$ cat src/rtl/regfile_2r1w.sv
// Parametrised 2-read / 1-write register file with synchronous clear,
// optional write-to-read forwarding and optional registered read ports.
module regfile_2r1w #(
   parameter int unsigned      NUM_REGS  = 8,
   parameter int unsigned      WIDTH     = 16,
   parameter logic [WIDTH-1:0] RESET_VAL = '0,
   parameter bit               BYPASS    = 1'b0,
   parameter bit               READ_REG  = 1'b0,
   localparam int unsigned     AW        = (NUM_REGS > 1) ? $clog2(NUM_REGS) : 1
) (
   input  logic             clk,
   input  logic             reset,
   input  logic             write,
   input  logic [AW-1:0]    writenum,
   input  logic [WIDTH-1:0] data_in,
   input  logic [AW-1:0]    readnum_a,
   input  logic [AW-1:0]    readnum_b,
   output logic [WIDTH-1:0] data_out_a,
   output logic [WIDTH-1:0] data_out_b
);

   // One extra bit so NUM_REGS itself is representable when it is a power of two.
   localparam int unsigned CW         = AW + 1;
   localparam logic [CW-1:0] NUM_REGS_C = CW'(NUM_REGS);

   logic [WIDTH-1:0] mem [NUM_REGS];

   logic             wr_ok;
   logic             ra_ok;
   logic             rb_ok;
   logic             wr_en;
   logic             fwd_a;
   logic             fwd_b;
   logic [WIDTH-1:0] v_a;
   logic [WIDTH-1:0] v_b;

   function automatic logic addr_ok(input logic [AW-1:0] addr);
      return ({1'b0, addr} < NUM_REGS_C);
   endfunction

   assign wr_ok = addr_ok(writenum);
   assign ra_ok = addr_ok(readnum_a);
   assign rb_ok = addr_ok(readnum_b);
   assign wr_en = write && wr_ok;

   // Forwarding only applies to a write that will actually land this edge.
   assign fwd_a = BYPASS && wr_en && !reset && (writenum == readnum_a);
   assign fwd_b = BYPASS && wr_en && !reset && (writenum == readnum_b);

   // Storage: reset beats any write in the same cycle.
   always_ff @(posedge clk) begin
      if (reset) begin
         for (int i = 0; i < int'(NUM_REGS); i++) begin
            mem[i] <= RESET_VAL;
         end
      end else if (wr_en) begin
         mem[writenum] <= data_in;
      end
   end

   // Read value per port: out-of-range addresses return zero.
   always_comb begin
      v_a = '0;
      v_b = '0;
      if (ra_ok) begin
         v_a = mem[readnum_a];
      end
      if (rb_ok) begin
         v_b = mem[readnum_b];
      end
      if (fwd_a) begin
         v_a = data_in;
      end
      if (fwd_b) begin
         v_b = data_in;
      end
   end

   if (READ_REG) begin : g_rd_reg
      logic [WIDTH-1:0] q_a;
      logic [WIDTH-1:0] q_b;

      // Registered read ports, latency one, cleared with the array.
      always_ff @(posedge clk) begin
         if (reset) begin
            q_a <= RESET_VAL;
            q_b <= RESET_VAL;
         end else begin
            q_a <= v_a;
            q_b <= v_b;
         end
      end

      assign data_out_a = q_a;
      assign data_out_b = q_b;
   end else begin : g_rd_comb
      assign data_out_a = v_a;
      assign data_out_b = v_b;
   end

endmodule

$ cat config.mk
export PLATFORM = sky130hd
export DESIGN_NAME = regfile_2r1w
export DESIGN_NICKNAME = d
export VERILOG_FILES = /design/src/rtl/regfile_2r1w.sv
export SDC_FILE = /design/constraint.sdc
export NUM_CORES = 1
export LEC_CHECK = 0
export ABC_CLOCK_PERIOD_IN_PS = 2600
export CAP_MARGIN = 15
export CORE_MARGIN = 3
export CORE_UTILIZATION = 40
export CTS_CLUSTER_DIAMETER = 150
export DETAILED_ROUTE_END_ITERATION = 6
export DONT_BUFFER_PORTS = 1
export GPL_TIMING_DRIVEN = 0
export PLACE_DENSITY = 0.62
export SYNTH_ARGS = -nofsm -noshare
export SYNTH_HDL_FRONTEND = slang
export SYNTH_SLANG_ARGS = --single-unit
$ cat constraint.sdc
create_clock -name clk -period 2.6 [get_ports clk]
set_clock_uncertainty 0.2 [all_clocks]
set_input_delay 0.26 -clock clk [delete_from_list [all_inputs] [get_ports clk]]
set_output_delay 0.26 -clock clk [all_outputs]
set_load 0.05 [all_outputs]
==> results of run 1 <==
## worst max-delay path by stage
| stage | start | end | slack, ns |
|---|---|---|---|
| final | mem[4][15]$_SDFFCE_PN0P_ | data_out_b[15] | 0.29 |
| after global placement | writenum[0] | mem[2][11]$_SDFFCE_PN0P_ | -0.89 |
| after global routing | mem[4][15]$_SDFFCE_PN0P_ | data_out_b[15] | 0.26 |
| after floorplan | writenum[1] | mem[4][0]$_SDFFCE_PN0P_ | 0.12 |
| after CTS | mem[4][15]$_SDFFCE_PN0P_ | data_out_b[15] | 0.28 |
| after detailed placement | writenum[0] | mem[2][13]$_SDFFCE_PN0P_ | 0.15 |
## cell type report
type	instances	area, µm²	share of cell area [%]
buffer	48	312	3.83
clock buffer	17	425	5.23
clock inverter	15	169	2.08
inverter	16	60.1	0.738
multi-input combinational	238	2810	34.6
sequential	128	3840	47.2
tap	220	275	3.38
timing repair buffer	19	239	2.94
## logic make-up (layout without fill, tap and decap cells)
kind of cell,after synthesis,count (layout)
simple gates,134,134
mux,96,96
flops,128,128
compound gates,8,8
buf+inv,64,115
## metal layers
metal | track usage [%] | vias up
met5 | 0 | -
met4 | 9.62 | 0
met3 | 7.11 | 41
met2 | 34.7 | 261
met1 | 26.8 | 2346
li1 | - | 1883
## power groups by stage
| stage | sequential [mW] | clock [mW] | combinational (mW) |
|---|---|---|---|
| after global placement | 2.49 | 0 | 0.865 |
| after floorplan | 2.47 | 0 | 0.693 |
| after detailed placement | 2.50 | 0 | 0.905 |
| final | 2.46 | 2.39 | 0.919 |
| after CTS | 2.46 | 2.41 | 0.921 |
| after global routing | 2.47 | 2.50 | 0.951 |
## what timing repair did
| action | 4_1_cts | 5_1_grt |
|---|---|---|
| setup buffers | 0 | 0 |
| hold buffers | 11 | 0 |
| setup endpoints to repair | 0 | 0 |
| resized for setup | 0 | 0 |
| hold endpoints to repair | 37 | 0 |
## synthesized netlist by cell type
cell type | number | area share [%]
buf_2 | 1 | 0.071
edfxtp_1 | 128 | 55
or3b_1 | 1 | 0.13
mux4_1 | 56 | 21
mux2_2 | 32 | 5.1
buf_1 | 6 | 0.32
mux4_2 | 7 | 2.3
nand2b_1 | 2 | 0.18
nor3_1 | 122 | 8.7
mux4_4 | 1 | 0.36
buf_6 | 10 | 1.6
o21bai_1 | 8 | 0.86
clkbuf_1 | 24 | 1.3
clkinv_1 | 16 | 0.86
clkbuf_8 | 5 | 0.98
buf_4 | 1 | 0.11
clkbuf_2 | 1 | 0.071
nand2_1 | 1 | 0.054
or2_2 | 1 | 0.089
nor3_2 | 6 | 0.86
nand3b_1 | 1 | 0.11
==> impl_metrics.yaml, run 1 <==
power:
  power.density_mw_per_mm2: 709
  switchingPower_mw: 1.56
  p_total_mw: 5.77
  switching_share_pct: 27.1
  internal-power_mw: 4.21
  leakagePower_nw: 2.67
  peakVddDrop_mv: 0.540
  p_comb_share_pct: 15.9
  clkPwrFrac_pct: 41.4
  seq_power_share_pct: 42.6
cells_and_area:
  layout-area-overhead-vs-synth_pct: 16.3
  final_cell_mix: "128 x edfxtp_1, 122 x nor3_1, 56 x mux4_1, 32 x mux2_2, 24 x clkbuf_1"
  drive_gt1_share_pct: 23.5
  regMostFlops: "mem"
  fin_nets: 496
  largest_register_ffs: 128
  final_cells: 701
  nFillCells: 1453
  utilization_pct: 48.2
  design_area_mm2: 0.00814
  final_common_cell: "edfxtp_1"
  n_antenna_cell: 0
  biggestRegsByFlops: "mem: 128 flops"
global_routing:
  grt_use_total_pct: 21.6
  overflow: 0
  grt_max_degree: 17
  antenna_found_initial: 0
  grt_pass1_wl_mm: 30.1
  grt_pass1_vias: 4749
sta:
  holdWs_ns: 0.00920
  grt_setup_unrepaired: "false"
  tightest_slew_ns: 0.935
  fmax_mhz: 433
  period_share_pct: 88.8
  min_period_ns: 2.31
  setup_slack_ns: 0.291
  hold_violations: 0
  setup_violations: 0
  tns_ns: 0
  drv_slew: 0
  slew_headroom_pct: 37.7
routing:
  wire_per_inst_um: 29.4
  wirelength_mm: 20.6
  met1_length_mm: 7.77
  remaining_drc_errors: 0
  top_layer: "met4"
  dr_wl_met3_mm: 2.00
  avgViaCountPerCell: 6.46
  ant_nets: 0
  drt-pass1-iter-count: 5
  wl_met2_mm: 10.2
  drt_first_iter_violations: 575
  dr_total_vias: 4531
clock_tree:
  clk_path_buf_depth: 2
  cts.clk_slew.worst_paths_ns: 0.06
  cts_sinks: 128
  cts-root-buf: "clkbuf_16"
  htreeDepth: 4
  cts_tree: "done"
  cts_inserted_buffers: 17
setup_path:
  crit_buf_inv: 0
  critPathTopFamily: "multiplexers"
  crit_required_ns: 2.14
  critPathMaxStageDelay_ns: 0.60
  worst-path-max-fanout: 2
  arrival_ns: 1.85
  end_kind: "primary output"
  startpoint_type: "flip-flop"
  crit_type: "flip-flop to primary output"
  cp_slowest_cell: "mux4_4"
  path_cells: "mux4_4 > mux2_2"
  cp.depth: 2
synth:
  synth-compound-area-share_pct: 0.858
  ys_ff_latch: 128
  synth-simple-area-share_pct: 10.1
  synth_top_family_by_area: "multiplexers"
  syn_area_per_cell_um2: 16.3
  synthesis.instances: 430
  synthMuxAreaShare_pct: 28.8
  syn-cell-area_mm2: 0.00700
  yosysSeqAreaShare_pct: 54.9
  synth_cell_types: 21
  synth_xor_area_share_pct: 0
  yosys_warnings: 0
  synthAdderAreaFrac_pct: 0
  syn-num-nets: 458
worst_hold_path:
  hold_path_depth: 2
  whs_endpoint: "mem[4][13]$_SDFFCE_PN0P_"
  min-delay-start: "data_in[13]"
  hold_path.class: "primary input to flip-flop"
floorplan:
  io_pins: 60
  start_util_pct: 41.5
  num_rows: 47
  die_h_um: 138
  core_area_mm2: 0.0169
  die_x_um: 138
  die_area_mm2: 0.0191
run:
  maxCapViolCount: 0
placement:
  gp_congestion: 0.845
  dp_cells: 658
  place_area_mm2: 0.00743
  pre_cts_ws_ns: 0.146
  hpwl_mm: 13.7
  io_buffers: 0
run_status:
  outcome: "completed"
Note: power is estimated with default switching activity, not from simulation.
==> run 2, diff against run 1 <==
CORE_ASPECT_RATIO = 0.9   (was default)
SKIP_CTS_REPAIR_TIMING = 1   (was default)
==> run 2 against run 1 <==
- sequential share of layout area is 0.66 points higher
- critical path depth stayed put
- non-clock buffer count is 9 lower
- fmax is 1.5% higher
- first-iteration DRC count is 23% lower
- worst setup slack better by 0.034 ns
- die area hardly changed
- critical endpoint unchanged
- largest power group unchanged
==> impl_metrics.yaml, run 2 (synthesized netlist as in run 1, its figures left out) <==
clock_tree:
  cts_sinks: 128
  cts_tree: "done"
  cts_inserted_buffers: 17
  clk_path_buf_depth: 2
  htreeDepth: 4
  cts-root-buf: "clkbuf_16"
  cts.clk_slew.worst_paths_ns: 0.05
global_routing:
  grt_pass1_wl_mm: 28.7
  overflow: 0
  grt_max_degree: 17
  grt_use_total_pct: 20.8
  grt_pass1_vias: 4587
  antenna_found_initial: 0
power:
  power.density_mw_per_mm2: 696
  peakVddDrop_mv: 0.404
  leakagePower_nw: 2.62
sta:
  min_period_ns: 2.28
  holdWs_ns: 0.000272
  slew_headroom_pct: 42.6
  grt_setup_unrepaired: "false"
  fmax_mhz: 440
  tightest_slew_ns: 0.860
  drv_slew: 0
  setup_slack_ns: 0.325
  period_share_pct: 87.5
  setup_violations: 0
  hold_violations: 0
placement:
  pre_cts_ws_ns: 0.125
  hpwl_mm: 13.5
  dp_cells: 673
  io_buffers: 0
  place_area_mm2: 0.00747
  gp_congestion: 0.818
cells_and_area:
  design_area_mm2: 0.00803
  nFillCells: 1474
  multi_input_area_mm2: 0.00281
  n_antenna_cell: 0
  biggestRegsByFlops: "mem: 128 flops"
  fin_nets: 487
  final_cell_mix: "128 x edfxtp_1, 122 x nor3_1, 56 x mux4_1, 32 x mux2_2, 29 x clkbuf_1"
  layout-area-overhead-vs-synth_pct: 14.7
  final_common_cell: "edfxtp_1"
  regArea_mm2: 0.00384
  largest_register_ffs: 128
  drive_gt1_share_pct: 21.8
  regMostFlops: "mem"
  final_cells: 707
routing:
  remaining_drc_errors: 0
  drt_first_iter_violations: 440
  avgViaCountPerCell: 6.22
  wire_per_inst_um: 27.8
  ant_nets: 0
  drt-pass1-iter-count: 4
  wirelength_mm: 19.7
  dr_total_vias: 4397
floorplan:
  die_area_mm2: 0.0191
  die_x_um: 145
  io_pins: 60
  core_area_mm2: 0.0170
  die_h_um: 131
  num_rows: 45
  start_util_pct: 41.2
setup_path:
  worst-path-max-fanout: 2
  crit_required_ns: 2.14
  critPathTopFamily: "multiplexers"
  path_cells: "mux4_4 > mux2_2"
  cp_slowest_cell: "mux4_4"
  end_kind: "primary output"
  startpoint_type: "flip-flop"
  critPathMaxStageDelay_ns: 0.60
  crit_type: "flip-flop to primary output"
  crit_buf_inv: 0
  arrival_ns: 1.82
run_status:
  outcome: "completed"
worst_hold_path:
  hold_path.class: "primary input to flip-flop"
run:
  maxCapViolCount: 0
## run 2: cell count changes in the layout (fill, tap and decap cells not counted), moves of 2 or more
cell           before  now
clkinv_1           16   21
dlygate4sd3_1      11    2
clkinvlp_4          3    0
clkbuf_1           24   29
clkinv_4            2    0
clkinv_2            6    3
## run 2: area by class of cell
cell class              instances  area share, %
plain buffers                  48           3.88
clock buffers                  22           5.53
clock inverters                10           1.17
inverters                      16          0.748
multi-input cells             238           35.1
flip-flops and latches        128           47.9
well taps                     235           3.66
repair buffers                 10           2.06
## run 2: per-stage QoR
step | TNS [ns] | total power [mW] | util [%]
4_1_cts | 0 | 5.59 | 47.1
3_5_place_dp | 0 | 3.40 | 43.9
3_3_place_gp | -85.11 | 3.35 | 42.9
6_report | 0 | 5.58 | 47.2
5_1_grt | 0 | 5.74 | 47.2
2_1_floorplan | 0 | 3.17 | -
## run 2: path summary, 6_finish.rpt
path	slack, ns	depth (start not counted)	to	from
max	0.32	2	data_out_b[15]	mem[4][15]$_SDFFCE_PN0P_
min	0.0003	2	mem[4][10]$_SDFFCE_PN0P_	data_in[10]
## run 2: report_power, final
group	switching, mW	total, mW	internal, mW
clock network	0.835	2.22	1.39
registers	0.0537	2.46	2.40
logic	0.603	0.906	0.303
total	1.49	5.58	4.09
## run 2: routing by layer
layer | up-vias | routed length [µm] | track usage, %
li1 | 1861 | - | -
met1 | 2273 | 8090 | 27.0
met2 | 240 | 9420 | 33.0
met3 | 23 | 1770 | 7.10
met4 | 0 | 375 | 7.07
met5 | - | 0 | 0
==> run 3, diff against run 2 <==
ABC_CLOCK_PERIOD_IN_PS = 2200   (was 2600)
CELL_PAD_IN_SITES_DETAIL_PLACEMENT = 1   (was default)
CELL_PAD_IN_SITES_GLOBAL_PLACEMENT = 1   (was default)
PLACE_DENSITY = 0.68   (was 0.62)
clock period = 2.2 ns   (was 2.6 ns; I/O delays follow)
==> run 3 against run 2 <==
- the flow now finishes with violations (negative hold slack, negative setup slack)
- critical endpoint unchanged
- hold slack got worse by 0.033 ns
- largest cell class unchanged
- critical path depth is the same
- first-iteration DRC count grew 14%
- cell area is 1.9% higher
- sequential power rose by 18%
- core utilization is 0.88 points higher
- count of clock-buffer cells in the layout increased by 1
==> impl_metrics.yaml, run 3 (synthesized netlist as in run 1, its figures left out) <==
sta:
  hold_violations: 19
  drv_slew: 0
  tns_ns: -0.0248
  grt_setup_unrepaired: "true"
  setup_slack_ns: -0.0248
  holdWs_ns: -0.0329
  tightest_slew_ns: 0.918
  setup_violations: 1
  min_period_ns: 2.22
  fmax_mhz: 449
  slew_headroom_pct: 38.8
  period_share_pct: 101
clock_tree:
  cts_tree: "done"
  cts_inserted_buffers: 17
  htreeDepth: 4
  clk_path_buf_depth: 2
  cts-root-buf: "clkbuf_16"
  cts_sinks: 128
  cts.clk_slew.worst_paths_ns: 0.06
floorplan:
  start_util_pct: 41.2
  num_rows: 45
  io_pins: 60
  die_area_mm2: 0.0191
  core_area_mm2: 0.0170
  die_h_um: 131
  die_x_um: 145
setup_path:
  crit_buf_inv: 0
  cp_slowest_cell: "mux4_4"
  crit_required_ns: 1.78
  critPathTopFamily: "multiplexers"
  cp.depth: 2
  crit_type: "flip-flop to primary output"
  end_kind: "primary output"
  arrival_ns: 1.80
  path_cells: "mux4_4 > mux2_4"
  startpoint_type: "flip-flop"
  endpoint: "data_out_b[15]"
  critPathMaxStageDelay_ns: 0.60
  critPathLaunch: "mem[4][15]$_SDFFCE_PN0P_"
  worst-path-max-fanout: 2
power:
  clkPwrFrac_pct: 39.6
  switchingPower_mw: 1.81
  internal-power_mw: 4.89
  seq_power_share_pct: 43.5
  p_comb_share_pct: 16.9
  p_total_mw: 6.69
  leakagePower_nw: 2.74
  power.density_mw_per_mm2: 819
  peakVddDrop_mv: 0.573
  switching_share_pct: 27.0
placement:
  io_buffers: 0
  gp_congestion: 0.810
  place_area_mm2: 0.00742
  hpwl_mm: 14.3
  pre_cts_ws_ns: -0.528
run_status:
  failed_checks: "negative hold slack, negative setup slack"
  outcome: "finished with violations"
routing:
  remaining_drc_errors: 0
  wire_per_inst_um: 29.6
  drt-pass1-iter-count: 5
  drt_first_iter_violations: 501
  ant_nets: 0
  dr_total_vias: 4517
  wirelength_mm: 21.2
  avgViaCountPerCell: 6.31
global_routing:
  grt_pass1_wl_mm: 30.9
  antenna_found_initial: 0
  grt_use_total_pct: 22.2
  overflow: 0
  grt_pass1_vias: 4703
  grt_max_degree: 17
cells_and_area:
  n_antenna_cell: 0
  regMostFlops: "mem"
  final_common_cell: "edfxtp_1"
  biggestRegsByFlops: "mem: 128 flops"
  design_area_mm2: 0.00818
  fin_nets: 496
  layout-area-overhead-vs-synth_pct: 16.8
  largest_register_ffs: 128
  final_cell_mix: "128 x edfxtp_1, 122 x nor3_1, 56 x mux4_1, 30 x clkbuf_1, 22 x mux2_4"
  drive_gt1_share_pct: 21.6
run:
  maxCapViolCount: 0
worst_hold_path:
  hold_path.class: "primary input to flip-flop"
## run 3: worst min-delay path by stage
stage                      from                       end  slack (ns)  cells past startpoint
finish              data_in[10]  mem[4][10]$_SDFFCE_PN0P_       -0.03                      2
global route        data_in[10]  mem[4][10]$_SDFFCE_PN0P_       0.003                      2
CTS                  data_in[1]   mem[1][1]$_SDFFCE_PN0P_       -0.05                      2
detailed placement   data_in[1]   mem[1][1]$_SDFFCE_PN0P_        0.39                      2
global placement    data_in[14]  mem[4][14]$_SDFFCE_PN0P_        0.39                      2
floorplan            data_in[0]   mem[4][0]$_SDFFCE_PN0P_        0.35                      2
## run 3: power groups by stage
| stage | registers [mW] | clock network (mW) | logic, mW |
|---|---|---|---|
| global route | 2.92 | 2.77 | 1.18 |
| CTS | 2.91 | 2.66 | 1.07 |
| detailed placement | 2.96 | 0 | 1.07 |
| global placement | 2.94 | 0 | 1.02 |
| finish | 2.91 | 2.65 | 1.13 |
| floorplan | 2.92 | 0 | 0.820 |
## run 3: area by class of cell
type	count	area, µm²
buffer	48	313
clock buffer	23	448
clock inverter	9	91.3
fill	1658	8830
inverter	16	60.1
multi-input combinational	238	2900
sequential	128	3840
tap	235	294
timing repair buffer	19	221
## run 3: metrics by stage
step	std cells	hold WS, ns	utilization [%]
5_1_grt	716	0.00322	48.1
6_report	716	-0.0329	48.1
2_1_floorplan	430	0.349	-
3_5_place_dp	672	0.391	43.7
4_1_cts	704	-0.0495	46.8
3_3_place_gp	665	0.387	42.9
## run 3: layer usage
metal | global-route usage [%] | up-vias | wire (µm)
met5 | 0 | - | 0
met4 | 6.49 | 0 | 354
met3 | 5.00 | 31 | 1490
met2 | 36.4 | 208 | 10500
met1 | 30.0 | 2396 | 8850
li1 | - | 1882 | -
